<file path="config.mk">
export PLATFORM = sky130hd
export DESIGN_NAME = srl_iter
export DESIGN_NICKNAME = d
export VERILOG_FILES = /design/src/rtl/srl_iter.sv
export SDC_FILE = /design/constraint.sdc
export NUM_CORES = 1
export LEC_CHECK = 0
export BUFFER_PORTS_ARGS = -buffer_cell sky130_fd_sc_hd__buf_4
export CAP_MARGIN = 25
export CORE_UTILIZATION = 35
export DETAILED_ROUTE_END_ITERATION = 10
export PLACE_DENSITY = 0.61
export SYNTH_ARGS = -nofsm -noshare
export SYNTH_HDL_FRONTEND = slang
export SYNTH_SLANG_ARGS = --single-unit
</file>
<file path="constraint.sdc">
create_clock -name clk -period 3.5 [get_ports clk]
set_input_delay 0.175 -clock clk [delete_from_list [all_inputs] [get_ports clk]]
set_output_delay 0.175 -clock clk [all_outputs]
set_load 0.02 [all_outputs]
</file>
<file path="src/rtl/srl_iter.sv">
// rtl/srl_iter.sv - multi-cycle right shifter, one bit per clock; SRL_ARITH_EN adds sign-fill via port arith
module srl_iter #(
  parameter int WIDTH = 24,
  parameter int CNT_W = 5
) (
  input  logic             clk,
  input  logic             reset,
  input  logic             start,
`ifdef SRL_ARITH_EN
  input  logic             arith,
`endif
  input  logic [WIDTH-1:0] A,
  input  logic [WIDTH-1:0] B,
  input  logic [WIDTH-1:0] shift_amount,
  output logic             busy,
  output logic             done,
  output logic [WIDTH-1:0] result
);

  typedef enum logic [1:0] {
    ST_IDLE  = 2'd0,
    ST_SHIFT = 2'd1,
    ST_DONE  = 2'd2
  } state_t;

  state_t             state;
  state_t             state_nxt;
  logic [CNT_W-1:0]   count;
  logic [WIDTH-1:0]   amt;
  logic               in_range;
  logic               accept;
  logic               fill;

  // Effective amount wraps at WIDTH bits; zero and oversized amounts skip shifting
  assign amt      = B + shift_amount;
  assign in_range = (amt != '0) && (amt <= WIDTH'(WIDTH - 1));
  assign accept   = (state == ST_IDLE) && start;

`ifdef SRL_ARITH_EN
  // Fill bit is frozen at acceptance so A may change while the shift runs
  always_ff @(posedge clk or posedge reset) begin
    if (reset) begin
      fill <= 1'b0;
    end else if (accept) begin
      fill <= arith & A[WIDTH-1];
    end
  end
`else
  assign fill = 1'b0;
`endif

  // State register
  always_ff @(posedge clk or posedge reset) begin
    if (reset) begin
      state <= ST_IDLE;
    end else begin
      state <= state_nxt;
    end
  end

  // Next-state logic
  always_comb begin
    state_nxt = state;
    case (state)
      ST_IDLE: begin
        if (start) begin
          state_nxt = in_range ? ST_SHIFT : ST_DONE;
        end
      end
      ST_SHIFT: begin
        if (count == CNT_W'(1)) begin
          state_nxt = ST_DONE;
        end
      end
      ST_DONE: begin
        state_nxt = ST_IDLE;
      end
      default: begin
        state_nxt = ST_IDLE;
      end
    endcase
  end

  // Handshake outputs decoded from state
  always_comb begin
    busy = (state != ST_IDLE);
    done = (state == ST_DONE);
  end

  // Datapath: load on acceptance, shift one position per SHIFT cycle
  always_ff @(posedge clk or posedge reset) begin
    if (reset) begin
      result <= '0;
      count  <= '0;
    end else if (accept) begin
      result <= A;
      count  <= in_range ? amt[CNT_W-1:0] : '0;
    end else if (state == ST_SHIFT) begin
      result <= {fill, result[WIDTH-1:1]};
      count  <= count - CNT_W'(1);
    end
  end

endmodule

</file>
==> results of run 1 <==
[logic make-up after synthesis]
group           after synthesis
xor+xnor                     12
flops                        31
mux                           5
buf+inv                      33
fa+ha+maj                    26
compound gates              133
simple gates                143
[cell usage in the layout, fill, tap and decap left out, types with 3 or more instances in the layout]
master / count
sky130_fd_sc_hd__o21a_1: 3
sky130_fd_sc_hd__o21ai_1: 7
sky130_fd_sc_hd__nand3_1: 5
sky130_fd_sc_hd__nand2_1: 80
sky130_fd_sc_hd__a21oi_1: 25
sky130_fd_sc_hd__mux2i_1: 3
sky130_fd_sc_hd__o21ai_0: 12
sky130_fd_sc_hd__a21o_1: 7
sky130_fd_sc_hd__xnor2_1: 4
sky130_fd_sc_hd__nor3_1: 5
sky130_fd_sc_hd__dfrtp_1: 31
sky130_fd_sc_hd__xor2_1: 8
sky130_fd_sc_hd__nand2b_1: 4
sky130_fd_sc_hd__nor2_1: 15
sky130_fd_sc_hd__a21oi_2: 4
sky130_fd_sc_hd__o211ai_1: 8
sky130_fd_sc_hd__clkbuf_8: 6
sky130_fd_sc_hd__ha_1: 25
sky130_fd_sc_hd__inv_1: 13
sky130_fd_sc_hd__a22oi_1: 23
sky130_fd_sc_hd__nor2b_1: 4
sky130_fd_sc_hd__buf_4: 108
sky130_fd_sc_hd__or3_1: 3
sky130_fd_sc_hd__nand4_1: 6
sky130_fd_sc_hd__a211oi_1: 7
[registers in the layout, indices dropped and copies added (netlist names)]
name and count:
result 24, state 2, count 5
[path summary, 6_finish.rpt]
kind	start	to	slack (ns)	depth (start not counted)
max reg2reg	state[1]	count[4]	1.75	5
min	A[23]	result[23]	0.1	3
max in group asynchronous	reset	result[0]	2.53	4
min reg2reg	result[0]	result[0]	0.48	2
min in group asynchronous	reset	result[12]	0.36	3
max	B[0]	state[0]	0.59	12
[per-stage QoR]
step / total power [mW] / util
5_1_grt: 1.45 / 0.471
3_3_place_gp: 1.00 / 0.456
3_5_place_dp: 1.01 / 0.456
4_1_cts: 1.37 / 0.471
6_report: 1.36 / 0.471
2_1_floorplan: 0.795 / -
[routing by layer]
metal / track usage / share of wire / vias up
met5: 0 / 0 / -
met4: 0.0551 / 0.016 / 0
met3: 0.0205 / 0.054 / 11
met2: 0.343 / 0.50 / 101
met1: 0.216 / 0.43 / 1511
li1: - / - / 1624
[worst reg2reg max path: cells and delay by family, from the launching register on]
family / cells / cell delay, ns
AO/OA/AOI/OAI: 1 / 0.19
buffers and inverters: 1 / 0.32
flip-flops: 1 / 0.41
AND/OR/NAND/NOR: 3 / 0.72
[timing repair]
item,4_1_cts,5_1_grt
buffers inserted,0,0
endpoints found under the hold margin,5,0
hold buffers,1,0
[power groups by stage]
stage          Combinational [mW]  Sequential [mW]  Clock, mW
2_1_floorplan               0.323            0.472          0
3_3_place_gp                0.573            0.430          0
3_5_place_dp                0.575            0.432          0
4_1_cts                     0.578            0.425      0.367
5_1_grt                     0.632            0.430      0.384
6_report                    0.574            0.424      0.357
[final cells by class]
type | count | area share
flip-flops and latches | 31 | 0.190
clock inverters | 2 | 0.00858
repair buffers | 109 | 0.201
well taps | 108 | 0.0331
multi-input cells | 319 | 0.535
clock buffers | 6 | 0.0202
inverters | 13 | 0.0119
==> metrics.md, run 1 <==
| Metric | Value |
|---|---|
| Number of synthesized flops with an enable pin | 0 |
| Post-synthesis net count | around 480 |
| Setup crit start kind | input pin |
| Headroom to the max-slew limit | 0.574 |
| Die Area | 9280 um2 |
| Final clock period utilization by the worst path | 0.831 |
| Pre-CTS WS | 0.303 ns |
| CTS sink count | 31 |
| CP required | 3.68 ns |
| Die boundary height | slightly below 100 um |
| Yosys top cell area share | 0.249 |
| Netlist Area Pre-Place | slightly above 3000 um2 |
| Top cells by count, synth | sky130_fd_sc_hd__nand2_1 (80), sky130_fd_sc_hd__dfrtp_1 (31), sky130_fd_sc_hd__a21oi_1 (25), sky130_fd_sc_hd__ha_1 (25), sky130_fd_sc_hd__a22oi_1 (23) |
| Clock period minus final worst setup slack | 2.91 ns |
| Most frequently used cell type in the post-synthesis netlist | sky130_fd_sc_hd__nand2_1 |
| Total buffers and inverters traversed by the critical path | 2 |
| Outcome | completed |
| Instance area at placement | 3960 um2 |
| Total internal power | 0.880 mW |
| H-tree depth | 2 |
| Number of clock buffers inserted by TritonCTS | 5 |
| Number of I/O port buffers | 100 |
| Average vias per placed instance | 5.52 |
| Worst hold path class | in -> reg |
| Wire length per cell after detailed routing | 14.4 um |
| Area leader, netlist | sky130_fd_sc_hd__dfrtp_1 |
| Worst hold-check slack | 0.0974 ns |
| Number of fillers in the final layout | 871 |
| Clock buffer depth | 2 |
| Largest fanout on the critical path | 7 |
| Delay-heaviest family, CP | compound AO/OA/AOI/OAI gates |
| Total Negative Setup Slacks | 0 ns |
| Count of inserted antenna diode cells | 0 |
| Pin count of the biggest net entering global routing | 29 |
| Net Switching | roughly 0.48 mW |
| Dominant combinational cell family by area after synthesis | compound AO/OA/AOI/OAI gates |
| Worst ir drop on vdd | 0.142 mV |
| Pins Over Slew Limit | 0 |
| Worst EP arrival | 3.09 ns |
| Leakage power figure | 1.94 nW |
| Top cells by area in the synthesized netlist | sky130_fd_sc_hd__dfrtp_1 (25%), sky130_fd_sc_hd__ha_1 (10%), sky130_fd_sc_hd__nand2_1 (9.6%) |
| Post-synthesis share of cell area spent on full adders, half adders and majority gates | 0.107 |
| Maximum clock rate | 344 MHz |
| Part of the total power dissipated in combinational logic | 0.423 |
| Floorplan core area | roughly 8700 um2 |
| Synthesis warning total | 0 |
| Largest incremental delay on the critical path | between 0.6 and 0.7 ns |
| Smallest setup slack after layout | 0.590 ns |
| DRT antenna net count | 0 |
| Placer Congestion | 0.949 |
| Final cell area excluding filler cells | 4090 um2 |
| Synthesis-stage register bit count | 31 |
| Unrepaired setup endpoints after global routing | false |
| Worst Setup End Kind | flop |
| Mean instance size in the synthesized netlist | 8.13 um2 |
| Tightest Pin Transition | 0.640 ns |
| Fraction of final layout cells with drive strength greater than 1 | 0.296 |
| Number of gates resized after cts | 0 |
| Share of flip-flops with an asynchronous set or reset | 1.00 |
| Clock-pin slew of the registers on the worst-case setup and hold paths | 0.06 ns |
| Detailed-routing iteration count for the pre-antenna-repair pass | 4 |
| Share of synthesized area spent on multiplexers | 0.0169 |
| Final-report setup violation count | 0 |
| Critical-path cell list | buf_4, ha_1, inv_1, fa_1, nand2b_1, a21oi_2, o211ai_1, a2111o_1, o211ai_1, nand4_1, or4_1, o32ai_1 |
| Multi-input combinational cell area | 2190 um2 |
| Via count of the first global-routing pass | 3070 |
| I/O pin cnt | 101 |
| Number of non-filler instances in the completed layout | 588 |
| Final Hold Violating Endpoints | 0 |
| Part of the power in the clock network | 0.264 |
| Total power divided by cell area | 332 nW/um2 |
| Total instance count after detailed placement | 579 |
| Effective utilization at floorplan | 0.359 |
| Compound-gate portion of the synthesized area | 0.325 |
| Initial antenna violation count | 0 |
| Cell type of the slowest stage on the worst timing path | sky130_fd_sc_hd__or4_1 |
| 1st-iter DRT viols | 106 |
| Gate count after technology mapping | 383 |
| Post-detailed-routing wire length | 8.44 mm |
| Standard-cell rows | 34 |
| Total routing resource utilization after global routing | 0.183 |
| Post-synthesis cell type count | 75 |
| Clock root buffer | sky130_fd_sc_hd__clkbuf_8 |
| Switching fraction of total power | 0.351 |
| Largest clock skew in the final design | about 0.010 ns |
| Total DRC errors in the routed layout | 0 |
| Footprint of the flip-flops and latches | 776 um2 |
| Max-Cap Viols | 0 |
| CP most frequent cell | sky130_fd_sc_hd__o211ai_1 |
| Insertion delay of the later-clocked pin in the worst-skew pair | 0.28 ns |
| Area share of and/or/nand/nor cells after synthesis | 0.218 |
| Synthesized-area fraction occupied by xor and xnor cells | 0.0337 |
| Sum of net half-perimeters after detailed placement | 6.89 mm |
| Primary FF master, synth | sky130_fd_sc_hd__dfrtp_1 |
| WS Path Type | in -> reg |
| Seq/Total Area, Yosys | 0.249 |
| Area growth from synthesis to final layout | 31.1% |
| Wire length of the first global-routing pass | between 10 and 15 mm |
| Clock tree from TritonCTS | done |
| Flop pwr share | 0.313 |
| Die Width | between 90 and 100 um |
| Number of nets in the layout | 580 |
| Total congestion overflow | 0 |
| Vias after detailed routing | 3247 |
(Power assumes the default switching activity.)
==> run 2, diff against run 1 <==
--- a/config.mk
+++ b/config.mk
@@ -5,11 +5,12 @@
 export SDC_FILE = /design/constraint.sdc
 export NUM_CORES = 1
 export LEC_CHECK = 0
+export ABC_AREA = 1
 export BUFFER_PORTS_ARGS = -buffer_cell sky130_fd_sc_hd__buf_4
 export CAP_MARGIN = 25
 export CORE_UTILIZATION = 35
 export DETAILED_ROUTE_END_ITERATION = 10
-export PLACE_DENSITY = 0.61
+export PLACE_DENSITY = 0.62
 export SYNTH_ARGS = -nofsm -noshare
 export SYNTH_HDL_FRONTEND = slang
 export SYNTH_SLANG_ARGS = --single-unit
==> constraint.sdc (replaced) <==
create_clock -name clk -period 2.37 [get_ports clk]
set_input_delay 0.1185 -clock clk [delete_from_list [all_inputs] [get_ports clk]]
set_output_delay 0.1185 -clock clk [all_outputs]
set_load 0.02 [all_outputs]
==> run 2 against run 1 <==
Register-to-register slack worse by 1.0 ns. Critical path depth up 5. Non-clock buffer count down 4. Flip-flop and latch count unchanged. Highest routed layer unchanged.
==> metrics.md, run 2 <==
| Metric | Value |
|---|---|
| Die Area | 9750 um2 (was 9280 um2) |
| Unrepaired setup endpoints after global routing | false (unchanged) |
| Count of inserted antenna diode cells | 0 (unchanged) |
| Clock period minus final worst setup slack | around 2.1 ns |
| Netlist Area Pre-Place | 3270 um2 (was 3120 um2) |
| H-tree depth | 2 (unchanged) |
| Area leader, netlist | sky130_fd_sc_hd__dfrtp_1 (unchanged) |
| Pins Over Slew Limit | 0 (unchanged) |
| Worst Setup End Kind | flop (unchanged) |
| Start point of the worst min-delay path | A[14] (was A[23]) |
| Post-synthesis net count | 648 (was 484) |
| CTS sink count | 31 (unchanged) |
| Final clock period utilization by the worst path | 0.871 |
| Total routing resource utilization after global routing | 0.198 (was 0.183) |
| Leakage power figure | 2.49 nW (was 1.94 nW) |
| CP most frequent cell | sky130_fd_sc_hd__nand2_1 (was sky130_fd_sc_hd__o211ai_1) |
| Average vias per placed instance | 4.83 (was 5.52) |
| Total power divided by cell area | 485 nW/um2 (was 332 nW/um2) |
| Detailed-routing iteration count for the pre-antenna-repair pass | 5 (was 4) |
| Largest incremental delay on the critical path | 0.36 ns (was 0.66 ns) |
| Yosys top cell area share | 0.237 (was 0.249) |
| Tightest Pin Transition | 0.479 ns (was 0.640 ns) |
| Clock buffer depth | 2 (unchanged) |
| Launch point of the worst path | B[0] (unchanged) |
| End-of-flow core utilization | 0.483 (was 0.471) |
| Largest fanout on the critical path | 7 (unchanged) |
| Critical-path cell list | buf_4, ha_1, inv_1, fa_2, inv_1, nand3_1, nand2_1, nand2_1, nor2_1, o21ai_0, nand2_1, nand2_1, nor2_1, nand2_1, nor2_4, nand4_1, a21oi_2 (was buf_4, ha_1, inv_1, fa_1, nand2b_1, a21oi_2, o211ai_1, a2111o_1, o211ai_1, nand4_1, or4_1, o32ai_1) |
| Post-detailed-routing wire length | 9.12 mm (was 8.44 mm) |
| Clock-pin slew of the registers on the worst-case setup and hold paths | 0.07 ns (was 0.06 ns) |
| Synthesis-stage register bit count | 31 (unchanged) |
| Reg-to-reg setup timing slack | 0.74 ns (was 1.75 ns) |
| Max-Cap Viols | 0 (unchanged) |
| Sum of net half-perimeters after detailed placement | 7.56 mm (was 6.89 mm) |
| Worst hold path class | in -> reg (unchanged) |
| I/O pin cnt | 101 (unchanged) |
| Leading cell type in the layout, fill and taps excluded | sky130_fd_sc_hd__nand2_1 (was sky130_fd_sc_hd__buf_4) |
| Seq/Total Area, Yosys | 0.237 (was 0.249) |
| Mean instance size in the synthesized netlist | 5.99 um2 (was 8.13 um2) |
| Gate count after technology mapping | 547 (was 383) |
| Floorplan core area | 8890 um2 (was 8680 um2) |
| Primary FF master, synth | sky130_fd_sc_hd__dfrtp_1 (unchanged) |
| Top cells by count, synth | sky130_fd_sc_hd__nand2_1 (198), sky130_fd_sc_hd__inv_1 (114), sky130_fd_sc_hd__nor2_1 (45) (was sky130_fd_sc_hd__nand2_1 (80), sky130_fd_sc_hd__dfrtp_1 (31), sky130_fd_sc_hd__a21oi_1 (25), sky130_fd_sc_hd__ha_1 (25), sky130_fd_sc_hd__a22oi_1 (23)) |
| 1st-iter DRT viols | 131 (was 106) |
| Maximum clock rate | 485 MHz |
| Standard-cell rows | 34 (unchanged) |
| Worst EP arrival | 2.27 ns (was 3.09 ns) |
| Total DRC errors in the routed layout | 0 (unchanged) |
| Total Negative Setup Slacks | 0 ns (unchanged) |
| Placer Congestion | 0.909 (was 0.949) |
| Vias after detailed routing | 3673 (was 3247) |
| Synthesis warning total | 0 (unchanged) |
| Wire length of the first global-routing pass | 16.0 mm (was 13.5 mm) |
| Area growth from synthesis to final layout | 31.3% (was 31.1%) |
| Final-report setup violation count | 0 (unchanged) |
| Share of flip-flops with an asynchronous set or reset | 1.00 (unchanged) |
| WS Path Type | in -> reg (unchanged) |
| Number of flip-flops under the largest register name | 24 (unchanged) |
| Total congestion overflow | 0 (unchanged) |
| Pin count of the biggest net entering global routing | 33 (was 29) |
| Largest registers | result x24, count x5, state x2 (unchanged) |
| CP required | 2.58 ns (was 3.68 ns) |
| R2R Path Start | state[1] (unchanged) |
| Via count of the first global-routing pass | 3569 (was 3070) |
| Die boundary height | 98.7 um (was 96.3 um) |
| Worst ir drop on vdd | 0.239 mV (was 0.142 mV) |
| Number of synthesized flops with an enable pin | 0 (unchanged) |
| Top cells by area in the synthesized netlist | sky130_fd_sc_hd__dfrtp_1 (24%), sky130_fd_sc_hd__nand2_1 (23%), sky130_fd_sc_hd__inv_1 (13%) (was sky130_fd_sc_hd__dfrtp_1 (25%), sky130_fd_sc_hd__ha_1 (10%), sky130_fd_sc_hd__nand2_1 (9.6%)) |
| Clock tree from TritonCTS | done (unchanged) |
| Headroom to the max-slew limit | 0.680 (was 0.574) |
| Die Width | 98.7 um (was 96.3 um) |
| Total buffers and inverters traversed by the critical path | 3 (was 2) |
| Cell type of the slowest stage on the worst timing path | sky130_fd_sc_hd__fa_2 (was sky130_fd_sc_hd__or4_1) |
| Number of nets in the layout | 753 (was 580) |
| Delay-heaviest family, CP | simple AND/OR/NAND/NOR gates (was compound AO/OA/AOI/OAI gates) |
| Number of clock buffers inserted by TritonCTS | 5 (unchanged) |
| Insertion delay of the later-clocked pin in the worst-skew pair | 0.28 ns (about the same) |
| Largest register by flop count | result (unchanged) |
| Effective utilization at floorplan | 0.368 (was 0.359) |
| Most frequently used cell type in the post-synthesis netlist | sky130_fd_sc_hd__nand2_1 (unchanged) |
| Clock root buffer | sky130_fd_sc_hd__clkbuf_8 (unchanged) |
| DRT antenna net count | 0 (unchanged) |
| Largest clock skew in the final design | 0.00720 ns (was 0.0102 ns) |
| Number of I/O port buffers | 100 (unchanged) |
| Outcome | completed (unchanged) |
| Setup crit start kind | input pin (unchanged) |
| Highest-count cells in the layout ignoring fill and taps | sky130_fd_sc_hd__nand2_1 (198), sky130_fd_sc_hd__inv_1 (114), sky130_fd_sc_hd__buf_4 (104) (was sky130_fd_sc_hd__buf_4 (108), sky130_fd_sc_hd__nand2_1 (80), sky130_fd_sc_hd__dfrtp_1 (31)) |
| Final Hold Violating Endpoints | 0 (unchanged) |
| Wire length per cell after detailed routing | 12.0 um (was 14.4 um) |
| Initial antenna violation count | 0 (unchanged) |
| Post-synthesis cell type count | 29 (was 75) |
| Fraction of final layout cells with drive strength greater than 1 | 0.190 (was 0.296) |
## run 2: cells by family (layout without fill, tap and decap cells)
family	count (synthesis)	in the layout	synth area share
AOI/OAI and AO/OA	59	59	0.120
xor gates and xnor gates	5	5	0.0134
adders and majority gates	26	26	0.102
buffers and inverters	123	229	0.141
DFF	31	31	0.237
and+or+nand+nor	303	303	0.387
## run 2: repair_timing
item / in CTS / in global routing
setup buffers: 0 / 0
endpoints found under the hold margin: 31 / 0
resized for setup: 0 / 2
hold buffers: 1 / 0
setup endpoints to repair: 0 / 2
## run 2: final cells by class
| type | instances | area, um2 |
|---|---|---|
| inverters | 116 | 435 |
| multi-input cells | 393 | 2040 |
| flip-flops and latches | 31 | 776 |
| clock buffers | 6 | 82.6 |
| clock inverters | 2 | 35.0 |
| fillers | 936 | 4590 |
| repair buffers | 105 | 791 |
| well taps | 108 | 135 |
## run 2: worst paths after layout
path / end / cells past startpoint
worst max-delay path: count[4] / 17
worst min-delay path: result[14] / 3
worst min register to register: result[0] / 2
max in group asynchronous: count[1] / 4
min in group asynchronous: result[8] / 4
worst max register to register: result[23] / 7
## run 2: power by group
group	internal, mW	leakage (nW)	switching [mW]
Clock	0.340	0.0612	0.201
Combinational	0.370	2.04	0.537
Sequential	0.598	0.380	0.0375
Total	1.31	2.49	0.776
## run 2: tightest hold or removal path: cells and delay by family
kind / cells / cell delay [ns]
buffers and inverters: 1 / 0.08
AOI/OAI and AO/OA: 1 / 0.05
and+or+nand+nor: 1 / 0.04
## run 2: layer usage
metal / GRT usage / routed length, um / up-vias / share of wire
li1: - / - / 1936 / -
met1: 0.266 / 4330 / 1615 / 0.47
met2: 0.329 / 4220 / 100 / 0.46
met3: 0.0248 / 361 / 22 / 0.040
met4: 0.0677 / 208 / 0 / 0.023
met5: 0 / 0 / - / 0
## run 2: metrics by stage
step	power, mW	hold slack, ns	std cells	cell area (um2)	setup WS (ns)
2_1_floorplan	1.22	0.222	547	3270	0.403
3_3_place_gp	1.54	0.232	752	4160	0.0733
3_5_place_dp	1.55	0.240	752	4160	0.00434
4_1_cts	2.10	0.0412	761	4290	0.288
5_1_grt	2.25	0.0446	761	4300	0.0311
6_report	2.08	0.0397	761	4300	0.306
